==> src/rtl/id_ex_stage.sv <==
// ID/EX pipeline register with EX-stage operand selection, forwarding and
// load-use hazard detection for the pipelined MIPS core.
//
// Optional feature macro: ID_EX_FORWARD_EN
//   defined   : EX/MEM and MEM/WB results are forwarded into the ALU operands;
//               only a load-use dependency stalls ID.
//   undefined : no forwarding; any RAW against the instruction in EX or in
//               EX/MEM stalls ID until the producer reaches WB.
//
// There is no valid/ready handshake here: the stage advances every clock
// unless 'stall' freezes it; 'hazard' tells upstream to hold PC and IF/ID
// while this stage loads a bubble.

module id_ex_stage #(
    parameter int DW = 32,
    parameter int RW = 5
) (
    input  logic          clk,
    input  logic          rstn,
    input  logic          id_valid,
    input  logic [DW-1:0] id_rs_data,
    input  logic [DW-1:0] id_rt_data,
    input  logic [DW-1:0] id_imm32,
    input  logic [4:0]    id_shamt,
    input  logic [3:0]    id_alu_op,
    input  logic          id_src_a_shamt,
    input  logic          id_src_b_imm,
    input  logic          id_uses_rt,
    input  logic [RW-1:0] id_rs,
    input  logic [RW-1:0] id_rt,
    input  logic [RW-1:0] id_rd,
    input  logic          id_reg_write,
    input  logic          id_mem_read,
    input  logic          id_mem_write,
    input  logic          stall,
    input  logic          flush,
    input  logic          exmem_reg_write,
    input  logic [RW-1:0] exmem_rd,
    input  logic [DW-1:0] exmem_result,
    input  logic          memwb_reg_write,
    input  logic [RW-1:0] memwb_rd,
    input  logic [DW-1:0] memwb_result,
    output logic [DW-1:0] ex_a,
    output logic [DW-1:0] ex_b,
    output logic [3:0]    ex_alu_op,
    output logic [DW-1:0] ex_store_data,
    output logic [RW-1:0] ex_rd,
    output logic          ex_valid,
    output logic          ex_reg_write,
    output logic          ex_mem_read,
    output logic          ex_mem_write,
    output logic          hazard
);

    // Bubbles carry the ADD opcode, which is the all-zero encoding.
    localparam logic [3:0] ALU_ADD = 4'd0;

    logic [DW-1:0] rs_data_q;
    logic [DW-1:0] rt_data_q;
    logic [DW-1:0] imm_q;
    logic [4:0]    shamt_q;
    logic          src_a_shamt_q;
    logic          src_b_imm_q;
    logic [RW-1:0] rs_q;
    logic [RW-1:0] rt_q;
    logic [DW-1:0] fwd_rs;
    logic [DW-1:0] fwd_rt;

    // Source-index match of the ID instruction against a given destination.
    logic id_hits_ex;
    logic id_hits_exmem;
    assign id_hits_ex    = (ex_rd == id_rs) | (id_uses_rt & (ex_rd == id_rt));
    assign id_hits_exmem = (exmem_rd == id_rs) | (id_uses_rt & (exmem_rd == id_rt));

    // A load in EX cannot be forwarded in time; a load to $0 is harmless.
    logic load_use;
    assign load_use = id_valid & ex_valid & ex_mem_read & (ex_rd != '0) & id_hits_ex;

`ifdef ID_EX_FORWARD_EN
    // Youngest producer wins: EX/MEM before MEM/WB before register file.
    function automatic logic [DW-1:0] pick_src(input logic [RW-1:0] idx,
                                               input logic [DW-1:0] rf_data);
        if (exmem_reg_write && (exmem_rd != '0) && (exmem_rd == idx))
            return exmem_result;
        else if (memwb_reg_write && (memwb_rd != '0) && (memwb_rd == idx))
            return memwb_result;
        else
            return rf_data;
    endfunction

    assign fwd_rs = pick_src(rs_q, rs_data_q);
    assign fwd_rt = pick_src(rt_q, rt_data_q);
    assign hazard = load_use;
`else
    // Without forwarding, every in-flight producer ahead of WB blocks ID.
    logic ex_raw;
    logic exmem_raw;
    assign ex_raw    = id_valid & ex_valid & ex_reg_write & (ex_rd != '0) & id_hits_ex;
    assign exmem_raw = id_valid & exmem_reg_write & (exmem_rd != '0) & id_hits_exmem;

    assign fwd_rs = rs_data_q;
    assign fwd_rt = rt_data_q;
    assign hazard = load_use | ex_raw | exmem_raw;

    // Forwarding-only inputs and indices have no consumer in this build.
    logic unused_fwd_inputs;
    assign unused_fwd_inputs = ^{exmem_result, memwb_reg_write, memwb_rd,
                                 memwb_result, rs_q, rt_q};
`endif

    // Operand selection feeding the ALU and the store path.
    assign ex_a          = src_a_shamt_q ? {{(DW-5){1'b0}}, shamt_q} : fwd_rs;
    assign ex_b          = src_b_imm_q ? imm_q : fwd_rt;
    assign ex_store_data = fwd_rt;

    // Pipeline register: stall holds, flush/hazard load a bubble, else capture ID.
    always_ff @(posedge clk or negedge rstn) begin
        if (!rstn) begin
            ex_valid      <= 1'b0;
            ex_reg_write  <= 1'b0;
            ex_mem_read   <= 1'b0;
            ex_mem_write  <= 1'b0;
            ex_alu_op     <= ALU_ADD;
            ex_rd         <= '0;
            rs_q          <= '0;
            rt_q          <= '0;
            rs_data_q     <= '0;
            rt_data_q     <= '0;
            imm_q         <= '0;
            shamt_q       <= '0;
            src_a_shamt_q <= 1'b0;
            src_b_imm_q   <= 1'b0;
        end else if (stall) begin
            ex_valid <= ex_valid;
        end else if (flush || hazard) begin
            ex_valid      <= 1'b0;
            ex_reg_write  <= 1'b0;
            ex_mem_read   <= 1'b0;
            ex_mem_write  <= 1'b0;
            ex_alu_op     <= ALU_ADD;
            ex_rd         <= '0;
            rs_q          <= '0;
            rt_q          <= '0;
            rs_data_q     <= '0;
            rt_data_q     <= '0;
            imm_q         <= '0;
            shamt_q       <= '0;
            src_a_shamt_q <= 1'b0;
            src_b_imm_q   <= 1'b0;
        end else begin
            ex_valid      <= id_valid;
            ex_reg_write  <= id_valid & id_reg_write;
            ex_mem_read   <= id_valid & id_mem_read;
            ex_mem_write  <= id_valid & id_mem_write;
            ex_alu_op     <= id_alu_op;
            ex_rd         <= id_rd;
            rs_q          <= id_rs;
            rt_q          <= id_rt;
            rs_data_q     <= id_rs_data;
            rt_data_q     <= id_rt_data;
            imm_q         <= id_imm32;
            shamt_q       <= id_shamt;
            src_a_shamt_q <= id_src_a_shamt;
            src_b_imm_q   <= id_src_b_imm;
        end
    end

endmodule

==> config.mk <==
export PLATFORM = sky130hd
export DESIGN_NAME = id_ex_stage
export DESIGN_NICKNAME = d
export VERILOG_FILES = /design/src/rtl/id_ex_stage.sv
export SDC_FILE = /design/constraint.sdc
export NUM_CORES = 1
export LEC_CHECK = 0
export BUFFER_PORTS_ARGS = -buffer_cell sky130_fd_sc_hd__buf_4
export CORE_AREA = 4 4 122 124
export CTS_BUF_LIST = sky130_fd_sc_hd__clkbuf_2 sky130_fd_sc_hd__clkbuf_4 sky130_fd_sc_hd__clkbuf_8
export DETAILED_ROUTE_END_ITERATION = 16
export DIE_AREA = 0 0 126 128
export GPL_TIMING_DRIVEN = 0
export HOLD_SLACK_MARGIN = 0.03
export PLACE_DENSITY = 0.72
export SLEW_MARGIN = 10
export SYNTH_ARGS = -nofsm -noshare
export SYNTH_HDL_FRONTEND = slang
export SYNTH_SLANG_ARGS = --single-unit
==> constraint.sdc <==
create_clock -name clk -period 2 [get_ports clk]
set_input_delay 0.3 -clock clk [delete_from_list [all_inputs] [get_ports clk]]
set_output_delay 0.3 -clock clk [all_outputs]
set_load 0.05 [all_outputs]
Word level (Yosys, flattened, before mapping)

Cells that the tools add are included.
W data, S select, Z words.

Logic and storage cells: 52
Bits in registers: 116

Reductions and logical operators: 3
Equal/unequal tests: 4
Multiplexer cells: 14
Bitwise gates (word level): 19

Operator list:

| operator           | number |
|---|---|
| $mux W32           | 5 |
| $eq A5 B5 Y1       | 4 |
| $and A1 B1 Y1      | 15 |
| $mux W5            | 2 |
| $reduce_bool A5 Y1 | 2 |
| $mux W1            | 6 |
| $mux W4            | 1 |
| $or A1 B1 Y1       | 4 |
| $logic_or A1 B1 Y1 | 1 |

Depth between registers and ports, before layout

Depth after elaboration: 8
Gate-level depth with buffers: 7
Mapped depth without buffers: 5

Worst setup path after synthesis

No wires, ideal clock.

Kind: reg-to-reg
From: register ex_rd[3]
To: register rt_data_q[0], in the netlist ex_store_data[0]
Buffers on the path: 2
Cell stages (with the launch flop): 8
Data required time: 1.933 ns
Arrival: 1.901 ns
Setup slack: 0.032 ns
Clock period less this slack: 1.968 ns
Path through: dfrtp_1 > xnor2_1 > nand4_1 > o22ai_1 > a221oi_2 > buf_4 > buf_6 > a22o_1

Longest elaborated chain between the ends: 8
Elaborated cells between the ends (all ways): 13
Those cells by class: 2 x eq/ne; 1 x mux; 8 x bitwise; 2 x reduce/logical

RTL lines:

| what                                    | line   | RTL |
|---|---|---|
| from (decl)                             | 47     | `output logic [RW-1:0] ex_rd,` |
| from (signal assigned)                  | 156    | `ex_rd <= id_rd;` |
| $eq A5 B5 Y1                            | 72     | `assign id_hits_ex = (ex_rd == id_rs) \| (id_uses_rt & (ex_rd == id_rt));` |
| $and A1 B1 Y1                           | 72     |  |
| $or A1 B1 Y1                            | 72     |  |
| $and A1 B1 Y1, on equally long branches | 77, 98 |  |
| $or A1 B1 Y1 * (2 in series)            | 103    | `assign hazard = load_use \| ex_raw \| exmem_raw;` |
| $logic_or A1 B1 Y1 *                    | 135    | `end else if (flush \|\| hazard) begin` |
| $mux W32 *                              | 135    |  |
| to (signal assigned)                    | 160    | `rt_data_q <= id_rt_data;` |
| to (decl)                               | 59     | `logic [DW-1:0] rt_data_q;` |

Mark *: on every way between the ends. The rest lies on a longest branch, timed or not.
A chain may end at the register's enable or synchronous reset.

Final worst setup path

From: register ex_rd[4]
To: output port hazard

Longest elaborated chain between the ends: 6
Elaborated cells between the ends (all ways): 11
Those cells by class: 2 x eq/ne; 8 x bitwise; 1 x reduce/logical

RTL lines:

| what                                    | line   | RTL |
|---|---|---|
| $eq A5 B5 Y1                            | 72     |  |
| $and A1 B1 Y1                           | 72     |  |
| $or A1 B1 Y1                            | 72     |  |
| $and A1 B1 Y1, on equally long branches | 77, 98 |  |
| $or A1 B1 Y1 * (2 in series)            | 103    |  |
| to (decl)                               | 52     | `output logic hazard` |

Marks and branches as above.

==> metrics.cfg <==
[synthesis]
yosys.area_share.xor_xnor=0.03529
synth_top_family_by_area=compound AO/OA/AOI/OAI gates
synth_cell_types=22
synthAdderAreaFrac=0
postSynthAreaPerCell_sq_um=13.52
syn_area_sq_um=4964
synth-compound-area-share=0.2173
synthesis.nets=574
ys_seq_area_frac=0.5848
ys_seq_elements=116
yosysWarningCount=0
synthMuxAreaShare=0.08394
synthSimpleGateAreaFrac=0.04588
syn_inst=367

[timing]
whs_ns=0.08116
skew_ns=0.009898
slew_violations=0
worstMarginPinSlew_ns=0.5917
fin_crit_sh=1.025
setup_violations=1
post-route-min-period_ns=2.050
fmaxAchievable_mhz=487.8
relSlewSlack=0.6056
fin_ws_ns=-0.05018
rsz0062_at_grt=true
final-hold-violation-count=0

[route]
routed_wl_um=16020
drc=0
drtPass1Iterations=4
vias_per_cell=5.116
via_count=4267
ant_nets=0
initialDrtViolationCount=149
wl_per_cell_um=19.21

[critical_path]
end_kind=output port
r2r_start=ex_rd[4]$_DFFE_PN0N_
cp.arrival_ns=1.75
startpoint_type=flop
path_class=flop to output port
crit_start=ex_rd[4]$_DFFE_PN0N_
cp_max_fo=5
required_ns=1.70

[place]
place.gp.congestion=0.8865
place_area_sq_um=7059
io_buffer_count=245
pre_cts_ws_ns=-0.6478
hpwlAfterDp_um=12050

[finish]
syn2layout_area_growth_pct=55.71
layout_common_cells=242 x buf_4, 114 x a22o_1, 110 x dfrtp_1
stdcell_area_sq_um=7729
final_nets=848
antenna_cells=0
final_layout_size_suffix_gt1_frac=0.5413
final_common_cell=buf_4

[floorplanning]
start_util=0.3604
coreArea_sq_um=13770
die_area_sq_um=16130
fp.dieH_um=128
pin_count=317
rows=43
fp.dieW_um=126

[power]
p_leak_nw=3.917
pwr-share-comb=0.274
p_sw_frac=0.3167
p_sw_w=0.002212
peakVddDrop_mv=0.4619
p_int_w=0.004773
p_clk_frac=0.344
powerDensity_nw_per_um2=903.8
pwr-share-seq=0.382

[clock_network]
numCtsBuffers=17
cts.sinks=116
clockRootBuffer=clkbuf_8
cts_tree=yes
worstSkewPairLatency_ns=0.43
clk_pin_slew_worst_paths_ns=0.07
clockBufferDepth=2
cts.htree.levels=4

[hold_path]
worst_hold_path_type=input pin to flop
hp-start=id_rt_data[13]

[run]
drv_cap=0

[outcome]
violations=negative setup slack
outcome=complete, but fails checks

[global_route]
grt_pass1_wl_um=24800
grt_pass1_vias=4703
grt_overflow=0
grt_antenna_before_repair=0
grt_max_degree=64
grt_use_total=0.1974

## critical path, cell delays in order (launching register included)
cell and delay [ns]:
dfrtp_2 0.45, xnor2_2 0.19, nand3_1 0.11, o22ai_2 0.19, a22o_1 0.20, buf_6 0.17
## repair_timing
action	CTS	global route
hold buffers	1	0
endpoints found under the hold margin	62	0
setup endpoints to repair	168	39
pin swaps	8	1
buffers inserted	8	1
gates resized for setup	25	19
## metal layers
metal  GRT usage  share of wire
met5           0              0
met4     0.05300         0.0099
met3     0.07667          0.078
met2      0.3336           0.49
met1      0.2367           0.42
## cells in the mapped netlist (all sizes together)
cell	number	area share
nand4	2	0.0025
o311a	1	0.0020
nand2	4	0.0030
buf	12	0.018
mux2	37	0.084
clkbuf	20	0.015
a22o	114	0.20
a221oi	1	0.0030
or2	1	0.0013
xnor2	20	0.035
nor3	1	0.0010
o211ai	1	0.0015
nor2	1	0.00076
nand3	2	0.0020
or3	1	0.0013
a32o	3	0.0061
nor2b	27	0.034
dfrtp	116	0.58
a21oi	1	0.0010
o22ai	2	0.0025
## power groups by stage
stage / sequential (W) / clock (W) / combinational, W
final: 0.00267 / 0.00240 / 0.00191
after global routing: 0.00269 / 0.00258 / 0.00201
after CTS: 0.00267 / 0.00248 / 0.00191
after floorplan: 0.00292 / 0 / 0.000905
after detailed placement: 0.00270 / 0 / 0.00186
after global placement: 0.00269 / 0 / 0.00184
## cell type report
cell class	instances	area (sq um)
multi-input combinational	219	1943
clock inverter	10	152.6
timing repair buffer	256	1989
sequential	116	2910
clock buffer	22	290.3
tap	180	225.2
fill	1206	6045
buffer	31	217.7
## path summary, 6_finish.rpt
path	to	slack [ns]	cells past startpoint
setup / recovery	hazard	-0.05	5
hold / removal	ex_store_data[13]$_DFFE_PN0N_	0.08	2
setup reg to reg	fwd_rs[5]$_DFFE_PN0N_	0.09	8
hold reg to reg	fwd_rs[13]$_DFFE_PN0N_	0.50	1
max in group asynchronous	ex_rd[4]$_DFFE_PN0N_	0.89	3
min in group asynchronous	fwd_rs[18]$_DFFE_PN0N_	0.41	2
## metrics by stage
step | util | setup TNS [ns] | std cells | power (W)
floorplan | - | 0 | 367 | 0.003821
global placement | 0.5103 | -62.91 | 792 | 0.004530
detailed placement | 0.5125 | -63.99 | 793 | 0.004564
CTS | 0.5561 | -0.04753 | 833 | 0.007049
global route | 0.5611 | -0.1346 | 834 | 0.007282
finish | 0.5611 | -0.05018 | 834 | 0.006985
## flip-flops by register name (all words and copies together), names as in the netlist
| register | cells |
|---|---|
| ex_store_data | 32 |
| fwd_rs | 32 |
| imm_q | 32 |
| ex_rd | 5 |
| shamt_q | 5 |
| ex_alu_op | 4 |
| ex_mem_read | 1 |
| ex_mem_write | 1 |
| ex_reg_write | 1 |
| ex_valid | 1 |
| src_a_shamt_q | 1 |
| src_b_imm_q | 1 |
## logic make-up (layout without fill, tap and decap cells)
family | count (synthesis) | in the layout
flops | 116 | 116
buf+inv | 32 | 319
xor+xnor | 20 | 20
mux | 37 | 37
compound gates | 123 | 123
simple gates | 39 | 39
Power figures use the tool's default switching activity.
